$ cat config.mk
export PLATFORM = sky130hd
export DESIGN_NAME = fft_twiddle_sched
export DESIGN_NICKNAME = d
export VERILOG_FILES = /design/src/rtl/fft_twiddle_sched_pkg.sv /design/src/rtl/fft_twiddle_sched_twiddle_addr_gen.sv /design/src/rtl/fft_twiddle_sched.sv
export SDC_FILE = /design/constraint.sdc
export NUM_CORES = 1
export LEC_CHECK = 0
export ABC_AREA = 1
export BUFFER_PORTS_ARGS = -buffer_cell sky130_fd_sc_hd__buf_2
export CORE_UTILIZATION = 35
export DETAILED_ROUTE_END_ITERATION = 16
export PLACE_DENSITY_LB_ADDON = 0.08
export SLEW_MARGIN = 20
export SYNTH_ARGS = -nofsm -noshare
export SYNTH_HDL_FRONTEND = slang
export SYNTH_SLANG_ARGS = --single-unit
$ cat constraint.sdc
create_clock -name clk -period 4.06 [get_ports clk]
set_clock_uncertainty 0.1 [all_clocks]
set_input_delay 0.203 -clock clk [delete_from_list [all_inputs] [get_ports clk]]
set_output_delay 0.203 -clock clk [all_outputs]
set_load 0.05 [all_outputs]
$ cat src/rtl/fft_twiddle_sched_pkg.sv
// fft_twiddle_sched_pkg: shared types, constants and complex helpers for the twiddle scheduler.
package fft_twiddle_sched_pkg;
  localparam int CW = 12;
  localparam int MUL_LAT = 2;
  localparam logic signed [CW-1:0] W_ONE = 12'sd1024;
  typedef enum logic [1:0] {IDLE, RUN, DRAIN, DONE} state_t;
  typedef struct packed {
    logic valid;
    logic last;
  } vp_t;
  function automatic logic signed [CW-1:0] cplx_re(input logic [2*CW-1:0] x);
    return x[2*CW-1:CW];
  endfunction
  function automatic logic signed [CW-1:0] cplx_im(input logic [2*CW-1:0] x);
    return x[CW-1:0];
  endfunction
  function automatic logic [2*CW-1:0] cplx_pack(input logic signed [CW-1:0] re, input logic signed [CW-1:0] im);
    return {re, im};
  endfunction
  // The most negative value has no positive twin, so it clips to the largest positive one.
  function automatic logic signed [CW-1:0] sat_neg(input logic signed [CW-1:0] x);
    return (x == {1'b1, {(CW-1){1'b0}}}) ? {1'b0, {(CW-1){1'b1}}} : -x;
  endfunction
endpackage

$ cat src/rtl/fft_twiddle_sched_twiddle_addr_gen.sv
// twiddle_addr_gen: per-frame sample counter and DIF twiddle index / ROM strobe mapping.
module twiddle_addr_gen #(
  parameter int LOG2N = 6
) (
  input  logic             clk,
  input  logic             reset,
  input  logic             clear,
  input  logic             accept,
  output logic             last,
  output logic             tw_rd_en,
  output logic [LOG2N-2:0] tw_addr
);
  localparam logic [LOG2N-1:0] N_MAX = '1;
  logic [LOG2N-1:0] n;
  assign last = accept && n == N_MAX;
  assign tw_rd_en = accept;
  // First half of the frame uses W^0; second half walks k = n - N/2.
  assign tw_addr = (accept && n[LOG2N-1]) ? n[LOG2N-2:0] : '0;
  always_ff @(posedge clk)
    if (!reset || clear) n <= '0;
    else if (accept && !last) n <= n + 1'b1;
endmodule

$ cat src/rtl/fft_twiddle_sched.sv
// fft_twiddle_sched: frame sequencer feeding a 2-cycle complex twiddle multiplier.
module fft_twiddle_sched #(
  parameter int LOG2N = 6,
  parameter int DW    = 24
) (
  input  logic             clk,
  input  logic             reset,
  input  logic             start,
  input  logic             inv,
  input  logic             in_valid,
  input  logic [DW-1:0]    in_data,
  output logic             in_ready,
  output logic             tw_rd_en,
  output logic [LOG2N-2:0] tw_addr,
  input  logic [DW-1:0]    tw_data,
  output logic [DW-1:0]    mul_c,
  output logic [DW-1:0]    mul_t,
  input  logic [DW-1:0]    mul_out,
  output logic             out_valid,
  output logic [DW-1:0]    out_data,
  output logic             out_last,
  output logic             busy,
  output logic             done
);
  import fft_twiddle_sched_pkg::*;
  state_t state;
  logic inv_q, accept, last;
  vp_t [MUL_LAT:0] vp;
  assign accept = in_valid && in_ready;
  twiddle_addr_gen #(.LOG2N(LOG2N)) u_addr (
    .clk(clk),
    .reset(reset),
    .clear(state == IDLE && start),
    .accept(accept),
    .last(last),
    .tw_rd_en(tw_rd_en),
    .tw_addr(tw_addr)
  );
  assign out_valid = vp[MUL_LAT].valid;
  assign out_last = vp[MUL_LAT].valid && vp[MUL_LAT].last;
  assign out_data = mul_out;
  // ROM data lands one cycle after the read, lining up with the registered sample.
  assign mul_t = vp[0].valid ? (inv_q ? cplx_pack(cplx_re(tw_data), sat_neg(cplx_im(tw_data))) : tw_data) : '0;
  always_ff @(posedge clk)
    if (!reset) begin
      vp <= '0;
      mul_c <= '0;
    end else begin
      vp <= {vp[MUL_LAT-1:0], vp_t'{valid: accept, last: last}};
      mul_c <= accept ? in_data : '0;
    end
  always_ff @(posedge clk)
    if (!reset) begin
      state <= IDLE;
      inv_q <= 1'b0;
      in_ready <= 1'b0;
      busy <= 1'b0;
      done <= 1'b0;
    end else begin
      done <= 1'b0;
      case (state)
        IDLE: if (start) begin
          state <= RUN;
          inv_q <= inv;
          in_ready <= 1'b1;
          busy <= 1'b1;
        end
        RUN: if (last) begin
          state <= DRAIN;
          in_ready <= 1'b0;
        end
        DRAIN: if (out_last) begin
          state <= DONE;
          busy <= 1'b0;
          done <= 1'b1;
        end
        default: state <= IDLE;
      endcase
    end
endmodule

==> results of run 1 <==
-- cells in the final DEF, fill, tap and decap left out, types with 2 or more instances in the layout --
cell type,count
inv_2,2
inv_1,70
a31oi_1,3
buf_2,111
clkbuf_8,5
ha_1,6
dfxtp_1,42
nand2_1,65
a21oi_1,16
o21ai_0,7
nor2_2,3
nand2_2,4
nor3_1,2
bufinv_16,2
dlygate4sd3_1,7
nand3_1,13
nor2_1,58
-- critical path: stages (launching register included) --
cell and delay, ps:
dfxtp_1 550, nand2_1 160, nor3b_2 210, nand2_2 200, nand2_2 110, nor2_1 40, nor2_1 70, buf_2 270
-- worst max path at each step --
stage | end | cells after the start | slack (ps)
floorplan | tw_addr[0] | 4 | 1650
global placement | mul_t[2] | 3 | 2190
detailed placement | mul_t[2] | 3 | 2140
CTS | mul_t[2] | 3 | 1810
global route | mul_t[10] | 7 | 1640
finish | mul_t[10] | 7 | 1850
-- area by class of cell --
class                      count  area (um^2)
fill                         640         3150
multi-input combinational    186          868
sequential                    42          841
timing repair buffer         118          626
inverter                      73          274
tap                           75         93.8
clock buffer                   5         68.8
clock inverter                 3         68.8
-- metal layers --
metal | wire [um] | global-route usage (%) | vias up
met5 | 0 | 0 | -
met1 | 2150 | 17.9 | 897
met3 | 495 | 6.52 | 2
met2 | 2400 | 25.2 | 89
li1 | - | - | 1144
met4 | 30 | 4.64 | 0
-- per-stage QoR --
step / utilization [%] / std cells / setup WS (ps) / total power, uW / area (um^2)
global route: 47.4 / 502 / 1640 / 1440 / 2840
floorplan: - / 331 / 1650 / 909 / 2200
finish: 47.4 / 502 / 1850 / 1350 / 2840
CTS: 46.9 / 499 / 1810 / 1360 / 2810
global placement: 43.9 / 487 / 2190 / 960 / 2630
detailed placement: 43.9 / 487 / 2140 / 958 / 2630
-- cells by family after synthesis --
logic type | Yosys count | synth area share (%)
AND/OR/NAND/NOR | 150 | 28.6
buffers and inverters | 103 | 22.2
flip-flops | 42 | 38.3
AO/OA/AOI/OAI | 29 | 7.12
adder cells (fa/ha/maj) | 6 | 3.42
XOR/XNOR | 1 | 0.399
-- registers in the layout, indices dropped and copies added (netlist names) --
name,flops
mul_c,24
vp,5
inv_q,1
out_valid,1
busy,1
done,1
in_ready,1
state,2
u_addr.n,6
-- Yosys cell counts (2+ instances only) --
cell | instances | area share, %
inv_1 | 70 | 12
nand3_1 | 13 | 3.0
nor2_1 | 58 | 9.9
nor3_1 | 2 | 0.46
ha_1 | 6 | 3.4
a31oi_1 | 3 | 0.85
nand2_1 | 65 | 11
a21oi_1 | 16 | 3.6
nor2_2 | 3 | 0.85
buf_2 | 3 | 0.68
inv_2 | 2 | 0.34
buf_4 | 24 | 8.2
clkbuf_1 | 2 | 0.34
dfxtp_1 | 42 | 38
nand2_2 | 4 | 1.1
o21ai_0 | 7 | 1.6
-- where the power goes --
| part | switching [uW] | internal (uW) | total, uW |
|---|---|---|---|
| logic | 333 | 135 | 467 |
| registers | 33.6 | 452 | 485 |
| clock network | 147 | 246 | 393 |
| total | 513 | 833 | 1350 |
==> flow_summary.json, run 1 <==
{
  "globalRoute.totalOverflow": 0,
  "post_cts_hold_buffer_count": 4,
  "register_bit_total_from_synthesis": 42,
  "initialDrtViolationCount": 55,
  "pwr_density_cell_nw_per_um2": 474,
  "total_number_of_vias": 2132,
  "first_global_vias": 1798,
  "chipWidth_um": 81.2,
  "timing.setup.critical_path_class": "reg2out",
  "r2r_cells": 8,
  "drive_above_1_share_pct": 30.7,
  "synth_cell_type_count": 27,
  "max_slew.worst_pin.slew_ps": 541,
  "holdCritStartpoint": "in_data[15]",
  "hold_path_end": "mul_c[15]",
  "fmax_mhz": 453,
  "coreArea_um2": 5990,
  "design.portCount": 160,
  "final_wirelength_mm": 5.08,
  "final_nets": 509,
  "finalWorstPathRequiredPeriod_ps": 2210,
  "cts_setup_buffers": 0,
  "global_router_s_overall_resource_usage_pct": 15.3,
  "p_leak_uw": 0.00175,
  "startpoint": "inv_q",
  "area.growth.synth_to_final_pct": 29.3,
  "clockRootBuffer": "clkbuf_8",
  "cp-start-kind": "flop",
  "hold_violations": 0,
  "cts_buffer_depth": 2,
  "timing.hold.worst.class": "in2reg",
  "worst_skew_pair.late_latency_ps": 290,
  "critPathRequiredTime_ps": 3760,
  "rr_endpoint": "u_addr.n[3]",
  "routed_vias_inst": 4.25,
  "firstDrtPassIters": 5,
  "sink_count": 42,
  "tns_ps": 0,
  "r2r_setup_slack_ps": 2460,
  "peakVddDrop_uv": 268,
  "die_height_um": 81.2,
  "max-cap-violations": 0,
  "worstHoldPathCells": 3,
  "routabilityCongestion": 0.847,
  "floorplan.initialDensity_pct": 36.7,
  "synth.net_count": 414,
  "worst_flop_to_flop_path_startpoint": "u_addr.n[0]",
  "tritoncts": "yes",
  "clk_pin_slew_worst_paths_ps": 90,
  "drcViolationCount": 0,
  "grt_first_pass_wirelength_mm": 7.93,
  "post_synth.cell_area_avg_um2": 6.64,
  "critical_path.endpoint_type": "output port",
  "wl_per_cell_um": 10.1,
  "synth_edf_count": 0,
  "number_of_cells_produced_by_synthesis": 331,
  "period_share_pct": 54.3,
  "drt.antenna.violating_nets": 0,
  "async_reset_ff_share_pct": 0,
  "slew_viol_final": 0,
  "dp_hpwl_mm": 3.93,
  "synth-warning-count": 0,
  "grt_max_degree": 26,
  "ys_seq_area_share_pct": 38.3,
  "arrival_ps": 1900,
  "path_max_fanout": 12,
  "std_cell_rows": 28,
  "antenna-diode-count": 0,
  "cts_max_level": 2,
  "number_of_clock_buffers_inserted_by_tritoncts": 5,
  "die-area_um2": 6600,
  "setup_repair_after_global_routing_missed_its_margin": "no",
  "relative_max_transition_margin_pct": 63.9,
  "cts-resized-gates": 0,
  "dominantRegCellSynth": "dfxtp_1",
  "timing.final.setup_violations": 0,
  "status": "finished clean",
  "numPortBuffers": 111,
  "fin_hold_ws_ps": 15.6,
  "antenna_found_initial": 0,
  "mappedNetlistArea_um2": 2200
}
Note: power is estimated with default switching activity, not from simulation.
==> inputs of run 2 (changes only) <==
- ABC_AREA: 1 -> 0
- clock period: 4.06 -> 2 ns (I/O delays scaled with it)
==> run 2 against run 1 <==
  * Combinational power increased by 81%
  * Sequential share of layout area shrank 1.6 points
  * Synthesized area fell by 1.5%
  * Synthesized cell count down 31%
==> flow_summary.json, run 2 <==
{
  "status": "finished clean",
  "critical_path.endpoint_type": "flop",
  "grt_first_pass_wirelength_mm": 7.82,
  "worst_skew_pair.late_latency_ps": 290,
  "pwr_density_cell_nw_per_um2": 815,
  "synth-warning-count": 0,
  "largest_registers": "mul_c x24, u_addr.n x6, vp x5",
  "firstDrtPassIters": 4,
  "cp-start-kind": "flop",
  "die_height_um": 80.6,
  "synth_cell_type_count": 48,
  "drt.antenna.violating_nets": 0,
  "wl_per_cell_um": 11.9,
  "clk_pin_slew_worst_paths_ps": 80,
  "tns_ps": 0,
  "antenna_found_initial": 0,
  "timing.final.setup_violations": 0,
  "std_cell_rows": 28,
  "arrival_ps": 2000,
  "internal-power_uw": 1580,
  "path_max_fanout": 6,
  "synth_common_cells": "45 x and2_1, 42 x dfxtp_1, 24 x buf_4",
  "cts_setup_buffers": 0,
  "net-switching-power_uw": 866,
  "routabilityCongestion": 0.814,
  "final_wirelength_mm": 4.99,
  "antenna-diode-count": 0,
  "synth_edf_count": 0,
  "ys_seq_area_share_pct": 38.8,
  "routed_vias_inst": 4.65,
  "floorplan.initialDensity_pct": 36.3,
  "setup_repair_after_global_routing_missed_its_margin": "no",
  "coreArea_um2": 5960,
  "relative_max_transition_margin_pct": 71.8,
  "slew_viol_final": 0,
  "max_slew.worst_pin.slew_ps": 420,
  "drcViolationCount": 0,
  "async_reset_ff_share_pct": 0,
  "timing.setup.critical_path_class": "reg2reg",
  "dominantRegCellSynth": "dfxtp_1",
  "global_router_s_overall_resource_usage_pct": 15.5,
  "synth_area_leaders": "dfxtp_1 39%, and2_1 13%, buf_4 8.3%, ha_1 3.5%, a21boi_1 2.4%",
  "tritoncts": "yes",
  "hold_violations": 0,
  "peakVddDrop_uv": 442,
  "cts_buffer_depth": 2,
  "cts_max_level": 2,
  "design.portCount": 160,
  "sequentialPowerShare_pct": 38.6,
  "max-cap-violations": 0,
  "numPortBuffers": 111,
  "chipWidth_um": 80.6,
  "final_nets": 428,
  "sink_count": 42,
  "drive_above_1_share_pct": 39.9,
  "synth.net_count": 312,
  "grt_max_degree": 27,
  "power_frac_comb_pct": 34.5,
  "placed_cells_incl_taps": 388,
  "critPathRequiredTime_ps": 2120,
  "mappedNetlistArea_um2": 2160,
  "largest_register_ffs": 24,
  "globalRoute.totalOverflow": 0,
  "clockRootBuffer": "clkbuf_8",
  "p_leak_uw": 0.00150,
  "initialDrtViolationCount": 13,
  "first_global_vias": 1771,
  "clock_group_share_of_total_power_pct": 26.9,
  "register_bit_total_from_synthesis": 42,
  "registers.top_by_ff_count": "mul_c",
  "post_synth.cell_area_avg_um2": 9.45,
  "number_of_clock_buffers_inserted_by_tritoncts": 5,
  "timing.hold.worst.class": "in2reg",
  "netlist.area_leader.share_pct": 38.8,
  "total_number_of_vias": 1958,
  "layout_commonest_cell": "buf_2",
  "yosysMostFrequentCell": "and2_1",
  "dp_hpwl_mm": 3.53,
  "fmax_mhz": 533,
  "number_of_cells_produced_by_synthesis": 229,
  "finalWorstPathRequiredPeriod_ps": 1880,
  "area.growth.synth_to_final_pct": 38.7,
  "period_share_pct": 93.8,
  "most-common-layout-cells": "111 x buf_2, 45 x and2_1, 41 x dfxtp_1",
  "switching_share_pct": 35.4,
  "die-area_um2": 6500,
  "layout.cells.non_filler": 421,
  "netlist.top_cell.by_area": "dfxtp_1"
}
==> run 2: power by group through the flow <==
stage                     clock network [uW]  logic (uW)  registers (uW)
after floorplan                            0         569            1100
after global placement                     0         808             960
after detailed placement                   0         805             962
after CTS                                684         847             943
after global routing                     721         912             954
final                                    659         845             944
==> run 2: final cells by class <==
class / count / area [um^2]
clock buffers: 6 / 72.6
clock inverters: 2 / 37.5
fillers: 575 / 2950
inverters: 10 / 37.5
multi-input cells: 145 / 1080
flip-flops and latches: 42 / 842
well taps: 75 / 93.8
repair buffers: 141 / 843
==> run 2: per-layer routing <==
| metal | track usage, % | vias up | wire [um] |
|---|---|---|---|
| met5 | 0 | - | 0 |
| met4 | 6.25 | 0 | 72 |
| met3 | 3.86 | 10 | 382 |
| met2 | 27.7 | 90 | 2430 |
| met1 | 17.3 | 874 | 2100 |
| li1 | - | 984 | - |
==> run 2: cells by family after synthesis <==
logic type	count (synthesis)	synth area share (%)
fa+ha+maj	6	3.47
mux	2	0.925
flops	42	38.8
buf+inv	42	11.8
xor+xnor	9	3.64
compound gates	40	14.6
simple gates	88	26.8
==> run 2: worst paths after layout <==
path | to | slack [ps] | startpoint | depth (start not counted)
worst min-delay path | inv_q | 30 | start | 3
worst max register to register | state[0] | 120 | state[1] | 6
worst max-delay path | state[0] | 120 | state[1] | 6
worst min register to register | vp[4] | 340 | vp[2] | 1
==> run 2: repair_timing <==
action	in CTS	in global routing
hold buffers	25	0
endpoints found under the setup margin	0	1
hold endpoints to repair	25	0
gates resized for setup	0	2
==> run 2: metrics by stage <==
| stage | power [uW] | utilization [%] | instance area, um^2 | setup slack (ps) | hold slack, ps |
|---|---|---|---|---|---|
| 4_1_cts | 2470 | 50.4 | 3000 | 76.0 | 33.0 |
| 5_1_grt | 2590 | 50.4 | 3000 | 3.82 | 38.2 |
| 3_5_place_dp | 1770 | 44.3 | 2640 | 101 | 100 |
| 3_3_place_gp | 1770 | 44.3 | 2640 | 154 | 100 |
| 6_report | 2450 | 50.4 | 3000 | 124 | 29.8 |
| 2_1_floorplan | 1670 | - | 2170 | 21.4 | 122 |
==> run 2: critical path, cell delays in order, from the launching register on <==
cell and delay (ps):
dfxtp_1 380, inv_1 80, ha_1 240, and2b_1 200, a21o_1 190, or4_1 470, a21boi_1 140
==> inputs of run 3 (changes only) <==
- SETUP_SLACK_MARGIN: default -> 0.4
==> run 3 against run 2 <==
  * Sequential power rose by 0.5%
  * Register-to-register slack improved by 250 ps
  * Largest power group is now combinational logic
  * Die area unchanged
==> flow_summary.json, run 3 (same netlist as run 2, synthesis figures left out) <==
{
  "post-place-ws_ps": 199,
  "clk_pin_slew_worst_paths_ps": 80,
  "max_slew.worst_pin.slew_ps": 450,
  "relative_max_transition_margin_pct": 69.6,
  "coreArea_um2": 5960,
  "internal-power_uw": 1690,
  "switching_share_pct": 35.5,
  "globalRoute.totalOverflow": 0,
  "floorplan.initialDensity_pct": 36.3,
  "hold_violations": 0,
  "critPathRequiredTime_ps": 1800,
  "routabilityCongestion": 0.769,
  "worst_slack_ps": 284,
  "chipWidth_um": 80.6,
  "critical_path.cell_chain": "buf_2 > or4_4 > o21ai_2 > buf_4 > xor2_1 > a21boi_2 > buf_6",
  "total_power_uw": 2620,
  "layout_commonest_cell": "buf_2",
  "final_nets": 440,
  "peakVddDrop_uv": 555,
  "arrival_ps": 1520,
  "global_router_s_overall_resource_usage_pct": 16.9,
  "timing.final.setup_violations": 0,
  "antenna_found_initial": 0,
  "sequentialPowerShare_pct": 36.2,
  "dp_hpwl_mm": 3.69,
  "path_max_fanout": 6,
  "largest_register_ffs": 24,
  "crit_path_top_delay_cell": "or4_4",
  "finalWorstPathRequiredPeriod_ps": 1720,
  "grt_first_pass_wirelength_mm": 8.60,
  "most-common-layout-cells": "97 x buf_2, 45 x and2_1, 34 x dfxtp_1",
  "registers.top_by_ff_count": "mul_c",
  "fillCellCount": 568,
  "final_util_pct": 55.5,
  "first_global_vias": 1899,
  "p_leak_uw": 0.00158,
  "critical_path.max_stage_delay_ps": 540,
  "status": "finished clean",
  "total_number_of_vias": 1989,
  "power_frac_comb_pct": 38.3,
  "setup_repair_after_global_routing_missed_its_margin": "yes",
  "cp-start-kind": "primary input",
  "wl_per_cell_um": 12.2,
  "drive_above_1_share_pct": 49.4,
  "multi_input_comb_area_um2": 1190,
  "firstDrtPassIters": 6,
  "worstPathBufferInverterCount": 3,
  "antenna-diode-count": 0,
  "cts_max_level": 2,
  "pwr_density_cell_nw_per_um2": 792,
  "grt_max_degree": 26,
  "crit_path_max_delay_family": "simple AND/OR/NAND/NOR gates",
  "tritoncts": "yes",
  "tns_ps": 0,
  "clock_group_share_of_total_power_pct": 25.5,
  "sink_count": 42,
  "initialDrtViolationCount": 65,
  "largest_registers": "mul_c x24, u_addr.n x6, vp x5",
  "slew_viol_final": 0,
  "number_of_clock_buffers_inserted_by_tritoncts": 5,
  "fmax_mhz": 583,
  "regArea_um2": 856,
  "drt.antenna.violating_nets": 0,
  "die_height_um": 80.6,
  "clockRootBuffer": "clkbuf_8",
  "max-cap-violations": 0,
  "numPortBuffers": 111,
  "period_share_pct": 85.8,
  "timing.hold.worst.class": "in2reg",
  "std_cell_rows": 28,
  "net-switching-power_uw": 929,
  "final_wirelength_mm": 5.30,
  "drcViolationCount": 0,
  "cts_buffer_depth": 2,
  "die-area_um2": 6500,
  "worst_skew_pair.late_latency_ps": 290,
  "area.growth.synth_to_final_pct": 52.8,
  "critical_path.endpoint_type": "output port",
  "routed_vias_inst": 4.59,
  "design.portCount": 160,
  "timing.setup.critical_path_class": "in2out"
}
-- run 3: final timing paths --
path / start / end / slack (ps) / cells past startpoint
worst max-delay path: tw_data[1] / mul_t[5] / 280 / 7
worst min-delay path: start / inv_q / 20 / 3
worst max register to register: u_addr.n[0] / state[0] / 370 / 5
worst min register to register: vp[3] / out_valid / 340 / 1
-- run 3: metrics by stage --
step / instance area [um^2] / hold WS (ps) / std cells
2_1_floorplan: 2250 / 122 / 229
3_3_place_gp: 2710 / 100 / 387
3_5_place_dp: 2710 / 100 / 387
4_1_cts: 3240 / 9.19 / 432
5_1_grt: 3310 / 22.2 / 433
6_report: 3310 / 18.0 / 433
-- run 3: layer usage --
metal	vias up	routed length, um	GRT usage [%]
li1	1005	-	-
met1	895	2190	18.8
met2	78	2590	30.1
met3	11	402	4.55
met4	0	119	6.96
met5	-	0	0
-- run 3: cell type report --
cell class | count | share of cell area (%)
clock buffers | 5 | 2.08
clock inverters | 3 | 1.36
inverters | 10 | 1.21
multi-input cells | 145 | 36.0
flip-flops and latches | 42 | 25.9
well taps | 75 | 2.84
repair buffers | 153 | 30.6
-- run 3: power by group through the flow --
stage	clock network [uW]	registers, uW	logic [uW]
floorplan	0	1110	611
global placement	0	978	838
detailed placement	0	978	837
CTS	687	948	982
global route	734	959	1090
finish	667	949	1000
-- run 3: timing repair --
action	4_1_cts	5_1_grt
endpoints found under the setup margin	19	17
setup buffers	12	1
endpoints found under the hold margin	25	0
pin swaps	7	4
gates resized for setup	30	13
hold buffers	25	0
-- run 3: worst register-to-register path, delay by kind of cell (launching register included) --
family | cells | cell delay (ps)
DFF | 1 | 360
and+or+nand+nor | 2 | 770
AOI/OAI and AO/OA | 2 | 200
adders and majority gates | 1 | 130
